## src/rtl/print_mech_pkg.sv

```systemverilog
// Shared types and helpers for the print mechanism / host-link blocks.
package print_mech_pkg;

    localparam int LINE_COUNT_WIDTH = 16;

    typedef enum logic [1:0] {
        IDLE,
        HEADER,
        DATA
    } stream_state_t;

    // Number of output words needed to carry one full print line.
    function automatic int words_per_line(input int head_w, input int word_w);
        return head_w / word_w;
    endfunction

endpackage

```

## src/rtl/line_slot_queue.sv

```systemverilog
// Single-clock ring of LINE_SLOTS entries, each {sequence number, print line}.
// Occupancy is registered so full/empty never depend on same-cycle push/pop.
module line_slot_queue
    import print_mech_pkg::*;
#(
    parameter int HEAD_WIDTH = 384,
    parameter int LINE_SLOTS = 2
) (
    input  logic                        clk,
    input  logic                        reset,
    input  logic                        push,
    input  logic [LINE_COUNT_WIDTH-1:0] push_seq,
    input  logic [HEAD_WIDTH-1:0]       push_line,
    input  logic                        pop,
    output logic [LINE_COUNT_WIDTH-1:0] head_seq,
    output logic [HEAD_WIDTH-1:0]       head_line,
    output logic                        full,
    output logic                        empty
);

    localparam int PTR_W = (LINE_SLOTS > 1) ? $clog2(LINE_SLOTS) : 1;
    localparam int CNT_W = $clog2(LINE_SLOTS + 1);

    logic [LINE_COUNT_WIDTH-1:0] seq_mem  [LINE_SLOTS];
    logic [HEAD_WIDTH-1:0]       line_mem [LINE_SLOTS];

    logic [PTR_W-1:0] wr_ptr;
    logic [PTR_W-1:0] rd_ptr;
    logic [CNT_W-1:0] count;
    logic             do_push;
    logic             do_pop;

    // Pointers wrap at LINE_SLOTS explicitly so the ring is correct even
    // when the pointer register is wider than the slot index range.
    function automatic logic [PTR_W-1:0] ptr_inc(input logic [PTR_W-1:0] p);
        return (p == PTR_W'(LINE_SLOTS - 1)) ? '0 : p + PTR_W'(1);
    endfunction

    assign full    = (count == CNT_W'(LINE_SLOTS));
    assign empty   = (count == '0);
    assign do_push = push & ~full;
    assign do_pop  = pop & ~empty;

    assign head_seq  = seq_mem[rd_ptr];
    assign head_line = line_mem[rd_ptr];

    // Slot storage: contents are don't-care until written, so no reset.
    always_ff @(posedge clk) begin
        if (do_push) begin
            seq_mem[wr_ptr]  <= push_seq;
            line_mem[wr_ptr] <= push_line;
        end
    end

    // Ring pointers and occupancy.
    always_ff @(posedge clk) begin
        if (!reset) begin
            wr_ptr <= '0;
            rd_ptr <= '0;
            count  <= '0;
        end else begin
            if (do_push) wr_ptr <= ptr_inc(wr_ptr);
            if (do_pop)  rd_ptr <= ptr_inc(rd_ptr);
            case ({do_push, do_pop})
                2'b10:   count <= count + CNT_W'(1);
                2'b01:   count <= count - CNT_W'(1);
                default: count <= count;
            endcase
        end
    end

endmodule

```

## src/rtl/print_line_streamer.sv

```systemverilog
// Captures completed print lines into a small queue and streams each one to
// the host link as a sequence-number header word followed by its data words.
module print_line_streamer
    import print_mech_pkg::*;
#(
    parameter int HEAD_WIDTH = 384,
    parameter int WORD_WIDTH = 8,
    parameter int LINE_SLOTS = 2
) (
    input  logic                        clk,
    input  logic                        reset,
    input  logic                        line_advance_tick,
    input  logic [HEAD_WIDTH-1:0]       print_line,
    input  logic                        capture_enable,
    input  logic                        clear_overflow,
    output logic [WORD_WIDTH-1:0]       out_data,
    output logic                        out_valid,
    input  logic                        out_ready,
    output logic                        out_last,
    output logic [LINE_COUNT_WIDTH-1:0] line_count,
    output logic                        overflow,
    output logic                        busy
);

    localparam int WPL   = words_per_line(HEAD_WIDTH, WORD_WIDTH);
    localparam int IDX_W = (WPL > 1) ? $clog2(WPL) : 1;

    if ((HEAD_WIDTH % WORD_WIDTH) != 0) begin : g_bad_word_width
        $error("print_line_streamer: HEAD_WIDTH must be a multiple of WORD_WIDTH");
    end
    if ((LINE_SLOTS < 1) || ((LINE_SLOTS & (LINE_SLOTS - 1)) != 0)) begin : g_bad_slots
        $error("print_line_streamer: LINE_SLOTS must be a power of two >= 1");
    end

    stream_state_t state_q, state_d;
    logic [IDX_W-1:0] idx_q, idx_d;

    logic                        push, drop, pop;
    logic                        q_full, q_empty;
    logic [LINE_COUNT_WIDTH-1:0] head_seq;
    logic [HEAD_WIDTH-1:0]       head_line;
    logic [WPL-1:0][WORD_WIDTH-1:0] head_words;
    logic [IDX_W-1:0]            word_sel;
    logic                        last_word;
    logic                        unused_seq_bits;

    assign push = line_advance_tick & capture_enable & ~q_full;
    assign drop = line_advance_tick & capture_enable & q_full;

    line_slot_queue #(
        .HEAD_WIDTH (HEAD_WIDTH),
        .LINE_SLOTS (LINE_SLOTS)
    ) u_queue (
        .clk       (clk),
        .reset     (reset),
        .push      (push),
        .push_seq  (line_count),
        .push_line (print_line),
        .pop       (pop),
        .head_seq  (head_seq),
        .head_line (head_line),
        .full      (q_full),
        .empty     (q_empty)
    );

    // View the line as words; the highest word holds the first dots shifted in.
    assign head_words = head_line;
    assign word_sel   = IDX_W'(WPL - 1) - idx_q;
    assign last_word  = (idx_q == IDX_W'(WPL - 1));

    // Sequence bits above the word width never reach the header word.
    assign unused_seq_bits = ^head_seq;

    assign busy = ~q_empty | (state_q != IDLE);

    // Line counter and sticky overflow; a new drop beats a same-cycle clear.
    always_ff @(posedge clk) begin
        if (!reset) begin
            line_count <= '0;
            overflow   <= 1'b0;
        end else begin
            if (push) line_count <= line_count + LINE_COUNT_WIDTH'(1);
            if (drop)                overflow <= 1'b1;
            else if (clear_overflow) overflow <= 1'b0;
        end
    end

    // Stream FSM state and word index registers.
    always_ff @(posedge clk) begin
        if (!reset) begin
            state_q <= IDLE;
            idx_q   <= '0;
        end else begin
            state_q <= state_d;
            idx_q   <= idx_d;
        end
    end

    // Next-state and output decode; outputs depend only on registered state,
    // so data/last stay put while the sink stalls.
    always_comb begin
        state_d   = state_q;
        idx_d     = idx_q;
        out_valid = 1'b0;
        out_data  = '0;
        out_last  = 1'b0;
        pop       = 1'b0;
        case (state_q)
            IDLE: begin
                if (!q_empty) state_d = HEADER;
            end
            HEADER: begin
                out_valid = 1'b1;
                out_data  = WORD_WIDTH'(head_seq);
                if (out_ready) begin
                    state_d = DATA;
                    idx_d   = '0;
                end
            end
            DATA: begin
                out_valid = 1'b1;
                out_data  = head_words[word_sel];
                out_last  = last_word;
                if (out_ready) begin
                    if (last_word) begin
                        pop     = 1'b1;
                        idx_d   = '0;
                        state_d = IDLE;
                    end else begin
                        idx_d = idx_q + IDX_W'(1);
                    end
                end
            end
            default: state_d = IDLE;
        endcase
    end

endmodule

```

## config.mk

```make
export PLATFORM = sky130hd
export DESIGN_NAME = print_line_streamer
export DESIGN_NICKNAME = d
export VERILOG_FILES = /design/src/rtl/print_mech_pkg.sv /design/src/rtl/line_slot_queue.sv /design/src/rtl/print_line_streamer.sv
export SDC_FILE = /design/constraint.sdc
export NUM_CORES = 1
export LEC_CHECK = 0
export BUFFER_PORTS_ARGS = -buffer_cell sky130_fd_sc_hd__buf_2
export CAP_MARGIN = 20
export CORE_ASPECT_RATIO = 1.4
export CORE_MARGIN = 3
export CORE_UTILIZATION = 58
export DETAILED_ROUTE_END_ITERATION = 12
export PLACE_DENSITY_LB_ADDON = 0.12
export SLEW_MARGIN = 20
export SYNTH_ARGS = -nofsm -noshare
export SYNTH_HDL_FRONTEND = slang
export SYNTH_HIERARCHICAL = 1
export SYNTH_SLANG_ARGS = --single-unit
```

## constraint.sdc

```tcl
create_clock -name clk -period 15.5 [get_ports clk]
set_input_delay 2.325 -clock clk [delete_from_list [all_inputs] [get_ports clk]]
set_output_delay 2.325 -clock clk [all_outputs]
set_load 0.02 [all_outputs]
```

==> results.yml, run 1 <==
yosys:
  syn_area_sq_mm: 0.0332
  synthCells: 1631
  avgSynthCellArea_sq_um: 20.3
  synthesis.nets: 2029
  yosysWarnings: 6
critical_path:
  crit_path_end: "out_data[7]"
  crit_chain: "buf_12, mux2_2, mux4_2, mux2i_1, nor3_1, a221oi_1, o21ai_1, buf_2"
  reg2reg_depth: 8
  r2r_slack_ns: 10.85
  cp-end-kind: "primary output"
  crit_cells: 8
  cp.required_ns: 13.18
  crit_buf_inv: 2
  r2r_start: "u_queue/count[0]"
  critPathMaxStageDelay_ns: 0.85
  critPathTopFamily: "multiplexers"
  arrival_ns: 4.38
  cp_max_fo: 162
  slowest_stage: "dfxtp_4"
  crit_type: "reg -> out"
  timing.rr.end: "u_queue/line_mem[0][95]"
  start_kind: "flip-flop"
sta:
  fin_crit_ns: 6.71
  clock.fmax_mhz: 149
  worst_pin_slew_ns: 1.23
  slew_violations: 0
  layout_setup_ws_ns: 8.79
  setup_viol: 0
  fin_setup_tns_ns: 0
  hold_viol: 0
  hold_slack_ns: 0.495
  finalCritPeriodShare_pct: 43.3
  rsz0062_at_grt: "no"
  relSlewSlack_pct: 17.9
  worst_clock_skew_ns: 0.0158
clocking:
  cts-resized-gates: 0
  post_cts_buffers: 0
  cts_buffer_depth: 3
  cts_max_level: 3
  numClockSinks: 814
  clock_latency_ns: 0.61
  clockRootBuffer: "clkbuf_16"
  cts_tree: "done"
  ctsHoldBuffers: 0
  cts_made_buffers: 76
  clk_pin_slew_ns: 0.07
routing:
  via_per_inst: 5.76
  firstDrtPassIters: 5
  wl_microns: 70700
  drtAntennaViolNets: 0
  via_count: 16569
  wire_per_inst_microns: 24.6
  drc: 0
  drtIter0Drc: 1138
finish:
  drive_gt1_share_pct: 48.9
  fin_nets: 2456
  fin_util_pct: 67.7
  area_delta_synth_final_pct: 15.2
global_routing:
  grt_usage_pct: 23.1
  overflow: 0
  grt_max_degree: 175
  grt_antenna_before_repair: 42
  grt_pass1_vias: 17421
  grt_pass1_wl_microns: 103000
worst_hold_path:
  min_path_type: "reg -> reg"
job:
  max_cap_violations: 0
die:
  start_util_pct: 58.8
  fp-row-count: 103
  io_pins: 418
  core_area_sq_mm: 0.0564
  dieArea_sq_mm: 0.0601
  fp.dieW_microns: 208
  die-height_microns: 289
run_status:
  status: "completed"
placement:
  gp_congestion: 0.775
  portBuffers: 417
  dp_hpwl_microns: 46700
  preCtsSetupSlack_ns: 9.13
pwr:
  p_per_area_mw_per_mm2: 124
  p_leak_uw: 0.0129
  ir_drop_uv: 106
flip-flops by register name, indices dropped and copies added (netlist names), named ones only:
| register | flops |
|---|---|
| state_q | 2 |
| u_queue/seq_mem | 16 |
| u_queue/wr_ptr | 1 |
| overflow | 1 |
| u_queue/rd_ptr | 1 |
| u_queue/line_mem | 768 |
| idx_q | 6 |
| u_queue/count | 2 |
| line_count | 16 |
worst min path at each step:
stage               cells past startpoint        endpoint  slack (ns)            from
floorplan                               2  u_queue/wr_ptr        0.46  u_queue/wr_ptr
global placement                        2        overflow        0.46        overflow
detailed placement                      2  u_queue/wr_ptr        0.49  u_queue/wr_ptr
CTS                                     2  u_queue/wr_ptr        0.50  u_queue/wr_ptr
global route                            2  line_count[15]        0.52  line_count[15]
finish                                  2  u_queue/wr_ptr        0.50  u_queue/wr_ptr
cell usage in the layout (no fill, tap or decap), types with 3 or more instances in the layout:
cell type / instances
dfxtp_4: 4
a32oi_1: 3
ha_1: 8
mux2i_1: 32
and4_1: 3
a21boi_0: 3
o22ai_1: 8
nand2_1: 24
clkinv_1: 13
buf_2: 417
nand2b_1: 4
mux4_1: 13
edfxtp_1: 784
inv_1: 6
nand3_1: 14
nor2b_1: 11
a221oi_1: 4
mux4_2: 78
xor2_1: 4
dfxtp_1: 26
nor3_1: 6
clkbuf_1: 19
nand4_1: 9
o21ai_1: 5
buf_12: 4
clkinv_2: 11
nor2_1: 14
or3_1: 4
xnor2_1: 16
and2_1: 16
diode_2: 27
mux2_2: 410
bufinv_16: 9
buf_4: 10
clkbuf_16: 79
a22oi_1: 10
o21ai_0: 9
a211o_1: 4
power breakdown:
part	internal [uW]	switching [uW]	leakage (uW)
Clock	1090	770	0.00122
Combinational	167	189	0.00422
Sequential	2500	24.3	0.00744
Total	3760	983	0.0129
tightest hold or removal path, stage by stage (launching register included):
cell and delay (ns):
dfxtp_1 0.32, o21ai_0 0.07, a21boi_1 0.06
stage by stage:
step	instances	total power (uW)	cell area, sq um
2_1_floorplan	1631	2810	33200
3_3_place_gp	2715	2920	35600
3_5_place_dp	2715	2940	35600
4_1_cts	2852	4790	38100
5_1_grt	2864	4900	38200
6_report	2879	4740	38200
layout make-up:
type	count	area [sq um]
Timing Repair Buffer	431	2240
Multi-Input combinational cell	727	8280
Clock inverter	38	437
Sequential cell	814	24200
Tap cell	735	920
Fill cell	3816	18200
Clock buffer	99	2060
Inverter	8	37.5
Antenna cell	27	67.6
per-layer routing:
| layer | track usage [%] | share of wire [%] | up-vias |
|---|---|---|---|
| li1 | - | - | 7501 |
| met1 | 28.3 | 37 | 8420 |
| met2 | 40.3 | 53 | 481 |
| met3 | 6.27 | 7.5 | 131 |
| met4 | 7.34 | 2.3 | 36 |
| met5 | 0 | 0.34 | - |
No activity file was read; power rests on OpenSTA's default activity.
==> run 2, diff against run 1 <==
CORE_UTILIZATION = 52   (was 58)
clock period = 5.6 ns   (was 15.5 ns; I/O delays follow)
==> run 2 against run 1 <==
Final cell count rose by 3.8%. Global-route usage is 1.1 points lower. Combinational power rose to 2.8 times the previous value. Count of clock-buffer cells in the layout is 13 lower. Hold slack got worse by 0.077 ns. Sequential power grew to 2.8 times the previous value. Register-to-register slack got worse by 8.4 ns. Utilization fell by 6.1 points. Clock skew shrank 0.0046 ns. Largest power group unchanged. Highest routed layer unchanged.
==> results.yml, run 2 (synthesis gave the netlist of run 1 again) <==
run_status:
  status: "completed"
routing:
  via_per_inst: 5.52
  via_count: 16492
  wl_microns: 73700
  wire_per_inst_microns: 24.7
  drtAntennaViolNets: 0
  drc: 0
  firstDrtPassIters: 5
  drtIter0Drc: 1197
sta:
  hold_viol: 0
  slew_violations: 0
  relSlewSlack_pct: 34.5
  rsz0062_at_grt: "no"
  worst_clock_skew_ns: 0.0112
  worst_pin_slew_ns: 0.976
  fin_setup_tns_ns: 0
  fin_crit_ns: 4.33
  setup_viol: 0
  finalCritPeriodShare_pct: 77.3
  clock.fmax_mhz: 231
clocking:
  cts_tree: "done"
  cts_buffer_depth: 3
  numClockSinks: 814
  ctsHoldBuffers: 0
  cts-resized-gates: 0
  post_cts_buffers: 0
  cts_made_buffers: 76
  cts_max_level: 3
  clock_latency_ns: 0.60
  clockRootBuffer: "clkbuf_16"
  clk_pin_slew_ns: 0.06
placement:
  gp_congestion: 0.796
  dp_hpwl_microns: 50300
  portBuffers: 417
critical_path:
  arrival_ns: 3.49
  cp.required_ns: 4.76
  cp-end-kind: "primary output"
  cp_max_fo: 70
  crit_type: "reg -> out"
  start_kind: "flip-flop"
pwr:
  ir_drop_uv: 302
  power.total_uw: 13100
  p_per_area_mw_per_mm2: 340
  p_leak_uw: 0.0130
die:
  fp-row-count: 108
  fp.dieW_microns: 219
  dieArea_sq_mm: 0.0669
  start_util_pct: 53.0
  io_pins: 418
  die-height_microns: 305
  core_area_sq_mm: 0.0626
global_routing:
  grt_antenna_before_repair: 34
  grt_pass1_vias: 17942
  grt_usage_pct: 22.0
  grt_max_degree: 141
  grt_pass1_wl_microns: 108000
  overflow: 0
finish:
  fin_nets: 2470
  final_cell_mix: "edfxtp_1, buf_2, mux2_2"
  top_regs: "u_queue/line_mem x768, line_count x16, u_queue/seq_mem x16"
  area_delta_synth_final_pct: 16.2
  fillers: 4563
  largest_reg_flops: 768
  regMostFlops: "u_queue/line_mem"
  final_common_cell: "edfxtp_1"
  drive_gt1_share_pct: 49.9
job:
  max_cap_violations: 0
worst_hold_path:
  min_path_type: "in -> reg"
## run 2: changes by cell type in the layout (fill, tap and decap cells not counted), sizes merged, moves of 4 or more
| cell | change |
|---|---|
| buf | +14 |
| clkinv | +14 |
| clkinvlp | +4 |
| clkbuf | -13 |
| diode | +4 |
## run 2: critical path, cell delays in order, from the launching register on
cell and delay, ns:
dfxtp_4 0.50, buf_12 0.34, mux2_2 0.38, mux4_2 0.47
mux2i_1 0.36, a22oi_1 0.17, nand4_1 0.25, nand3_1 0.13
buf_2 0.18
## run 2: path summary, 6_finish.rpt
check	startpoint	to	slack [ns]	depth (start not counted)
worst max-delay path	flip-flop	out_data[6]	1.27	8
worst min-delay path	print_line[358]	u_queue/line_mem[0][358]	0.42	1
worst max register to register	idx_q[1]	u_queue/count[1]	2.42	8
worst min register to register	u_queue/wr_ptr	u_queue/wr_ptr	0.51	2
## run 2: layout make-up
cell class	instances	area, sq um	area share [%]
Antenna cell	31	77.6	0.201
Multi-Input combinational cell	727	8290	21.5
Clock buffer	86	2000	5.20
Tap cell	825	1030	2.68
Clock inverter	52	474	1.23
Sequential cell	814	24200	62.7
Timing Repair Buffer	445	2460	6.38
Inverter	8	33.8	0.0877
## run 2: report_power, final
part | total, uW | switching (uW) | leakage, uW | internal [uW]
Clock | 5100 | 2180 | 0.00122 | 2910
Sequential | 7010 | 87.7 | 0.00744 | 6920
Combinational | 984 | 510 | 0.00432 | 473
## run 2: per-stage QoR
step	hold WS, ns	setup WS (ns)	utilization, %	instances	instance area [sq um]
floorplan	0.461	-1.97	-	1631	33200
global route	0.384	1.06	61.5	2969	38500
global placement	0.465	1.78	57.5	2819	36000
detailed placement	0.497	1.81	57.5	2819	36000
finish	0.419	1.27	61.6	2988	38500
CTS	0.374	1.12	61.5	2957	38400
## run 2: metal layers
layer  global-route usage (%)  part of all wire, %  up-vias
met5                        0                 0.15        -
li1                         -                    -     7517
met1                     25.2                   36     8388
met2                     39.3                   53      463
met3                     6.91                  8.4      106
met4                     6.24                  2.2       18
==> run 3, diff against run 2 <==
CORE_UTILIZATION = 58   (was 52)
clock period = 4.4 ns   (was 5.6 ns; I/O delays follow)
==> run 3 against run 2 <==
Via count increased by 0.94%. Final cell count shrank 3.1%. Sequential share of layout area up 0.10 points. First-iteration DRC count down 9.5%.
==> results.yml, run 3 (synthesis gave the netlist of run 1 again) <==
global_routing:
  grt_antenna_before_repair: 34
  overflow: 0
  grt_pass1_vias: 17662
  grt_max_degree: 105
  grt_pass1_wl_microns: 107000
  grt_usage_pct: 23.7
die:
  fp.dieW_microns: 208
  dieArea_sq_mm: 0.0601
  fp-row-count: 103
  die-height_microns: 289
  io_pins: 418
  start_util_pct: 58.8
  core_area_sq_mm: 0.0564
clocking:
  cts_made_buffers: 75
  ctsHoldBuffers: 0
  cts_buffer_depth: 3
  numClockSinks: 814
  clockRootBuffer: "clkbuf_16"
  cts_max_level: 3
  clk_pin_slew_ns: 0.06
  cts-resized-gates: 0
  cts_tree: "done"
  clock_latency_ns: 0.60
  post_cts_buffers: 0
placement:
  place_inst: 2741
  dp_hpwl_microns: 49200
  portBuffers: 417
  preCtsSetupSlack_ns: 0.847
  gp_congestion: 0.788
routing:
  wire_per_inst_microns: 24.9
  via_per_inst: 5.75
  via_count: 16647
  drtIter0Drc: 1083
  firstDrtPassIters: 5
  drc: 0
  wl_microns: 72200
  drtAntennaViolNets: 0
sta:
  clock.fmax_mhz: 240
  fin_crit_ns: 4.17
  rsz0062_at_grt: "no"
  worst_clock_skew_ns: 0.0115
  hold_slack_ns: 0.243
  worst_pin_slew_ns: 0.846
  layout_setup_ws_ns: 0.233
  finalCritPeriodShare_pct: 94.7
  setup_viol: 0
  slew_violations: 0
  hold_viol: 0
  relSlewSlack_pct: 43.2
critical_path:
  cp_max_fo: 53
  cp.required_ns: 3.74
  crit_type: "reg -> out"
  arrival_ns: 3.51
  cp-end-kind: "primary output"
  start_kind: "flip-flop"
finish:
  area_delta_synth_final_pct: 16.0
  regMostFlops: "u_queue/line_mem"
  final_common_cell: "edfxtp_1"
  final_cell_mix: "edfxtp_1, buf_2, mux2_2"
  fin_nets: 2481
  largest_reg_flops: 768
  multi_input_area_sq_mm: 0.00829
  seq_area_sq_mm: 0.0242
  drive_gt1_share_pct: 49.4
  fillers: 3836
  fin_util_pct: 68.1
  top_regs: "u_queue/line_mem x768, line_count x16, u_queue/seq_mem x16"
  stdcell_count: 2896
pwr:
  ir_drop_uv: 382
  p_leak_uw: 0.0130
  p_per_area_mw_per_mm2: 427
  power.total_uw: 16400
worst_hold_path:
  min_path_type: "in -> reg"
run_status:
  status: "completed"
job:
  max_cap_violations: 0
run 3: layer usage:
| metal | track usage [%] | vias up | routed length (microns) |
|---|---|---|---|
| li1 | - | 7526 | - |
| met1 | 28.4 | 8491 | 27000 |
| met2 | 42.3 | 487 | 38400 |
| met3 | 6.92 | 119 | 5180 |
| met4 | 6.54 | 24 | 1470 |
| met5 | 0 | - | 155 |
run 3: worst paths after layout:
kind                          from                        to  slack (ns)  cells past startpoint
setup reg to reg  u_queue/count[0]   u_queue/line_mem[0][51]        1.61                      8
hold / removal     print_line[383]  u_queue/line_mem[0][383]        0.24                      1
setup / recovery         flip-flop               out_data[1]        0.23                      8
hold reg to reg           overflow                  overflow        0.48                      2
run 3: stage by stage:
step                cell area, sq um  TNS [ns]
global route                   38400         0
floorplan                      33200  -1859.08
global placement               36100         0
detailed placement             36100         0
CTS                            38400         0
finish                         38500         0
run 3: layout make-up:
| type | instances | share of cell area [%] |
|---|---|---|
| Clock inverter | 37 | 0.956 |
| Multi-Input combinational cell | 727 | 21.5 |
| Inverter | 8 | 0.0878 |
| Clock buffer | 98 | 5.16 |
| Sequential cell | 814 | 62.8 |
| Tap cell | 735 | 2.39 |
| Antenna cell | 20 | 0.130 |
| Timing Repair Buffer | 457 | 6.92 |
run 3: where the power goes:
group | total, uW | internal [uW] | switching, uW
combinational | 1320 | 626 | 692
clock | 6240 | 3550 | 2690
sequential | 8880 | 8810 | 77.5
run 3: critical path: stages, from the launching register on:
cell and delay, ns:
dfxtp_4 0.42, buf_12 0.29, buf_4 0.33, mux2_2 0.36, mux4_2 0.46, o22ai_1 0.45
a211o_1 0.24, o21ai_1 0.09, buf_2 0.19
